$ cat config.mk
export PLATFORM = sky130hd
export DESIGN_NAME = mips_mem_sequencer
export DESIGN_NICKNAME = d
export VERILOG_FILES = /design/src/rtl/mips_pkg.sv /design/src/rtl/mips_bus_watchdog.sv /design/src/rtl/mips_mem_sequencer.sv
export SDC_FILE = /design/constraint.sdc
export NUM_CORES = 1
export LEC_CHECK = 0
export CORE_AREA = 3 3 108 110
export CTS_CLUSTER_DIAMETER = 200
export DETAILED_ROUTE_END_ITERATION = 12
export DIE_AREA = 0 0 111 113
export PLACE_DENSITY = 0.72
export SYNTH_ARGS = -nofsm -noshare
export SYNTH_HDL_FRONTEND = slang
export SYNTH_SLANG_ARGS = --single-unit
$ cat constraint.sdc
create_clock -name clk -period 1.7 [get_ports clk]
set_input_delay 0.17 -clock clk [delete_from_list [all_inputs] [get_ports clk]]
set_output_delay 0.17 -clock clk [all_outputs]
set_load 0.01 [all_outputs]
$ cat src/rtl/mips_pkg.sv
// Shared definitions for the MIPS core control blocks (sequencer and decoder):
// the four-state sequencer encoding and the bus watchdog limit.
package mips_pkg;

  typedef enum logic [1:0] {
    ST_FETCH = 2'b00,
    ST_EXEC1 = 2'b01,
    ST_EXEC2 = 2'b10,
    ST_HALT  = 2'b11
  } seq_state_e;

  // Number of consecutive stalled bus cycles that is treated as a dead bus.
  localparam int TIMEOUT_CYCLES = 256;
  localparam int TIMEOUT_CNT_W  = $clog2(TIMEOUT_CYCLES);

endpackage

$ cat src/rtl/mips_bus_watchdog.sv
// Bus watchdog: counts consecutive cycles in which an access is outstanding
// and waitrequest is high. timeout is asserted combinationally during the
// TIMEOUT_CYCLES-th consecutive stalled cycle so the sequencer can leave at
// that clock edge. Only instantiated when MIPS_SEQ_TIMEOUT_EN is defined.
module mips_bus_watchdog
  import mips_pkg::*;
(
  input  logic clk,
  input  logic reset,
  input  logic stall,
  output logic timeout
);

  logic [TIMEOUT_CNT_W-1:0] cnt;

  assign timeout = stall && (cnt == TIMEOUT_CNT_W'(TIMEOUT_CYCLES - 1));

  // Count stalled cycles; any non-stalled cycle or reset clears the count.
  always_ff @(posedge clk) begin
    if (reset || !stall) begin
      cnt <= '0;
    end else if (!timeout) begin
      cnt <= cnt + 1'b1;
    end
  end

endmodule

$ cat src/rtl/mips_mem_sequencer.sv
// MIPS memory sequencer: steps FETCH -> EXEC1 -> (EXEC2) -> FETCH, owns the
// Avalon-MM master port, latches the fetched instruction and load data, and
// strobes pc_en once per completed instruction. halt_req in FETCH parks the
// core in HALT until reset.
// Optional build macro: MIPS_SEQ_TIMEOUT_EN adds a bus watchdog that halts
// the core and raises a sticky bus_error after a stuck waitrequest.
//
// Bus handshake: a transfer is presented when read or write is 1 and
// completes in the cycle where waitrequest is 0; while waitrequest is 1 the
// master holds address, byteenable and writedata stable. read and write are
// never 1 together.
module mips_mem_sequencer
  import mips_pkg::*;
(
  input  logic        clk,
  input  logic        reset,
  input  logic [31:0] pc,
  input  logic        halt_req,
  input  logic        extra,
  input  logic        dec_mem_read,
  input  logic        dec_mem_write,
  input  logic [3:0]  dec_byteen,
  input  logic [31:0] data_addr,
  input  logic [31:0] data_wdata,
  output logic [31:0] address,
  output logic        read,
  output logic        write,
  output logic [3:0]  byteenable,
  output logic [31:0] writedata,
  input  logic [31:0] readdata,
  input  logic        waitrequest,
  output logic [1:0]  state,
  output logic [31:0] instr,
  output logic [31:0] mem_rdata,
  output logic        pc_en,
  output logic        active,
  output logic        bus_error
);

  localparam logic [1:0] FETCH = ST_FETCH;
  localparam logic [1:0] EXEC1 = ST_EXEC1;
  localparam logic [1:0] EXEC2 = ST_EXEC2;
  localparam logic [1:0] HALT  = ST_HALT;

  logic [1:0] state_q;
  logic [1:0] state_d;
  logic       stall;
  logic       timeout;
  logic       pc_en_d;
  logic       instr_ld;
  logic       mrd_ld;

  assign state = state_q;

  // Bus outputs decoded from the current state and decoder/datapath inputs.
  always_comb begin
    read       = 1'b0;
    write      = 1'b0;
    address    = '0;
    byteenable = '0;
    writedata  = '0;
    case (state_q)
      FETCH: begin
        address    = pc;
        byteenable = 4'b1111;
        read       = !halt_req;
      end
      EXEC1: begin
        address    = data_addr;
        byteenable = dec_byteen;
        writedata  = data_wdata;
        write      = dec_mem_write;
        read       = dec_mem_read && !dec_mem_write;
      end
      default: ;
    endcase
  end

  assign stall    = (read || write) && waitrequest;
  assign instr_ld = (state_q == FETCH) && read && !waitrequest;
  assign mrd_ld   = (state_q == EXEC1) && read && !waitrequest;

  // Next state; a watchdog timeout overrides any other move.
  always_comb begin
    state_d = state_q;
    case (state_q)
      FETCH: begin
        if (halt_req)          state_d = HALT;
        else if (!waitrequest) state_d = EXEC1;
      end
      EXEC1: begin
        if (!stall) state_d = extra ? EXEC2 : FETCH;
      end
      EXEC2:   state_d = FETCH;
      default: state_d = HALT;
    endcase
    if (timeout) state_d = HALT;
  end

  // PC advances only when an instruction finishes and control returns to FETCH.
  assign pc_en_d = (state_d == FETCH) && ((state_q == EXEC1) || (state_q == EXEC2));

`ifdef MIPS_SEQ_TIMEOUT_EN
  mips_bus_watchdog u_watchdog (
    .clk     (clk),
    .reset   (reset),
    .stall   (stall),
    .timeout (timeout)
  );
`else
  assign timeout = 1'b0;
`endif

  // Sequencer state and latched results; reset abandons any access in flight.
  always_ff @(posedge clk) begin
    if (reset) begin
      state_q   <= FETCH;
      instr     <= '0;
      mem_rdata <= '0;
      pc_en     <= 1'b0;
      active    <= 1'b1;
      bus_error <= 1'b0;
    end else begin
      state_q <= state_d;
      pc_en   <= pc_en_d;
      active  <= (state_d != HALT);
      if (timeout)  bus_error <= 1'b1;
      if (instr_ld) instr     <= readdata;
      if (mrd_ld)   mem_rdata <= readdata;
    end
  end

endmodule

==> impl_results.md <==
* Row Count at 38
* H-Tree Depth at 3
* Clock Latency Late Sink at 0.34 ns
* TritonRoute pass-1 iters at 5
* R2R Path Start: state[1]
* Clock sinks at 68
* Syn_nets at 538
* Global-route wire length before repair at 21570 um
* CTS tree: yes
* Post-synth EDFFs at 0
* Grt ovf at 0
* Sequential area share after synthesis at 0.4382
* Final slew viol count at 0
* FFs w/ async S/R, synth at 0
* Max_cap viols at 0
* Finished Cell Area at 6168 um^2
* Status: finished clean
* DRC at 0
* Worst setup SP type: flip-flop
* Pwr Density at 846.5 nW/um^2
* Buf/Inv on CP at 4
* CP Capture Point: instr[27]
* WL final at 14910 um
* Synthesis Warnings at 0
* Die Ht at 113 um
* CP Cell Sequence: inv_4 -> ha_4 -> buf_4 -> buf_6 -> nand3b_4 -> a211o_1 -> buf_8 -> nand2_1 -> a21oi_1
* Crit path from: state[1]
* Nets at 821
* Initial drt markers at 202
* Crit Path Category: reg2reg
* Layout cells sized above 1 at 0.1901
* Initial antenna violation count at 0
* Placed cell area at 6071 um^2
* Critical path depth in cells at 9
* Worst reg2reg endpoint: instr[27]
* Via count of the first global-routing pass at 3687
* Cells after synthesis at 396
* Leak at 0.002518 uW
* Layout area overhead at 98.55%
* Crit path max fanout at 20
* DIE WIDTH at 111 um
* Delay-heaviest family, CP: buffers and inverters
* Final setup fails at 0
* Largest net degree at the start of global routing at 44
* Fillers at 1007
* Vias at 3862
* Reg2Reg Depth at 9
* Port bufs at 276
* Maximum vdd drop at 0.0005217 V
* Max Freq at 0.5993 GHz
* Slowest-stage cell, CP: dfxtp_2
* Commonest non-fill, non-tap cell in the layout: clkdlybuf4s50_1
* Library cells used by synthesis at 32
* Critical Path End Type: flip-flop
* Post-cts hold buffer count at 0
* Final worst path period need at 1.668 ns
* Synth Flop Type: dfxtp_1
* Core area at 10790 um^2
* Worst EP arrival at 1.88 ns
* Max clock buf depth at 2
* CTS Root Cell: clkbuf_8
* Top Ports at 278
* Hold Crit Class: in2reg
* Antenna-violating nets left at 0
* Hold Vio Cnt, Final at 0
* Wire per inst at 18.10 um
* Yosys reg bits at 68
* Syn avg cell area at 7.845 um^2
* DP Wirelength at 10910 um
* DR vias/cell at 4.687
* Tcrit/Tclk final at 0.9815
* RSZ-0062 raised after global routing: yes
* Die area at 12540 um^2
* Setup Skew at 0.01330 ns
* ANT cells at 0
* Commonest cells after routing, fill and taps aside: 205 x clkdlybuf4s50_1, 137 x nand2_1, 66 x dfxtp_1
* Cell area after synthesis at 3107 um^2
* Initial core utilization at 0.2879
* CP max stage delay at 0.34 ns
* Final Power at 5222 uW
* Worst-path clk slew at 0.09 ns
* R2r setup slk at 0.03 ns
* CP Data Required Time at 1.92 ns
* Number of CTS-inserted buffers at 9
* Overall Global Routing Usage at 0.2183
* Routability cong. at 0.8613
-- where the power goes --
group	switching, uW	internal [uW]
Combinational	952	1120
Clock	711	704
Sequential	51.6	1690
-- state kept, by name (all words and copies together), names as in the netlist --
register   count
active         1
pc_en          1
mem_rdata     32
instr         32
state          2
-- cells by family after synthesis --
group,share of synthesized area
AOI/OAI and AO/OA,0.2259
DFF,0.4382
and+or+nand+nor,0.2646
other,0.001207
buffers and inverters,0.05799
adders and majority gates,0.01208
-- final cells by class --
cell class | instances | area (um^2) | share of cell area
clock buffers | 9 | 123.9 | 0.02008
clock inverters | 7 | 82.58 | 0.01339
well taps | 140 | 175.2 | 0.02840
flip-flops and latches | 68 | 1366 | 0.2215
repair buffers | 303 | 2779 | 0.4505
inverters | 3 | 13.76 | 0.002231
multi-input cells | 294 | 1628 | 0.2639
-- worst min path at each step --
stage	start	end	cells past startpoint
after CTS	reset	instr[5]	2
after global placement	instr[0]	instr[0]	2
after floorplan	readdata[0]	instr[0]	2
final	reset	mem_rdata[5]	2
after global routing	reset	instr[27]	2
after detailed placement	instr[12]	instr[12]	2
-- synth_stat cells (2+ instances only) --
library cell	count	area [um^2]
nand2_1	138	518.0
a21oi_1	68	340.3
dfxtp_1	68	1361
and2_1	33	206.5
a22o_1	32	280.3
clkbuf_1	14	52.55
buf_2	9	45.04
buf_4	4	30.03
buf_6	3	33.78
ha_1	3	37.54
buf_1	2	7.510
inv_1	2	7.510
-- routing by layer --
layer / track usage / up-vias / routed length (um)
met5: 0 / - / 0
met4: 0.05090 / 0 / 202
met3: 0.07059 / 18 / 1217
met2: 0.3815 / 181 / 7468
met1: 0.2619 / 1777 / 6024
li1: - / 1886 / -
-- through the flow --
stage	hold slack, ns	TNS [ns]	instances	utilization	setup WS [ns]
final	0.2198	0	824	0.5715	0.03150
after global routing	0.2191	-1.110	824	0.5715	-0.04664
after CTS	0.1976	-1.529	816	0.5738	-0.2986
after detailed placement	0.4481	-4.648	798	0.5625	-0.1094
after global placement	0.4422	-1.631	798	0.5625	-0.09384
after floorplan	0.3060	0	396	-	0.06438
-- repair_timing --
item	in CTS	in global routing
pin swaps	2	5
setup endpoints to repair	102	88
cloned	1	5
setup buffers	1	5
gates resized for setup	217	66
-- worst register-to-register path, stage by stage, from the launching register on --
cell      delay [ns]
dfxtp_2         0.34
inv_4           0.07
ha_4            0.15
buf_4           0.12
buf_6           0.10
nand3b_4        0.10
a211o_1         0.33
buf_8           0.18
nand2_1         0.10
a21oi_1         0.07
(Power assumes the default switching activity.)
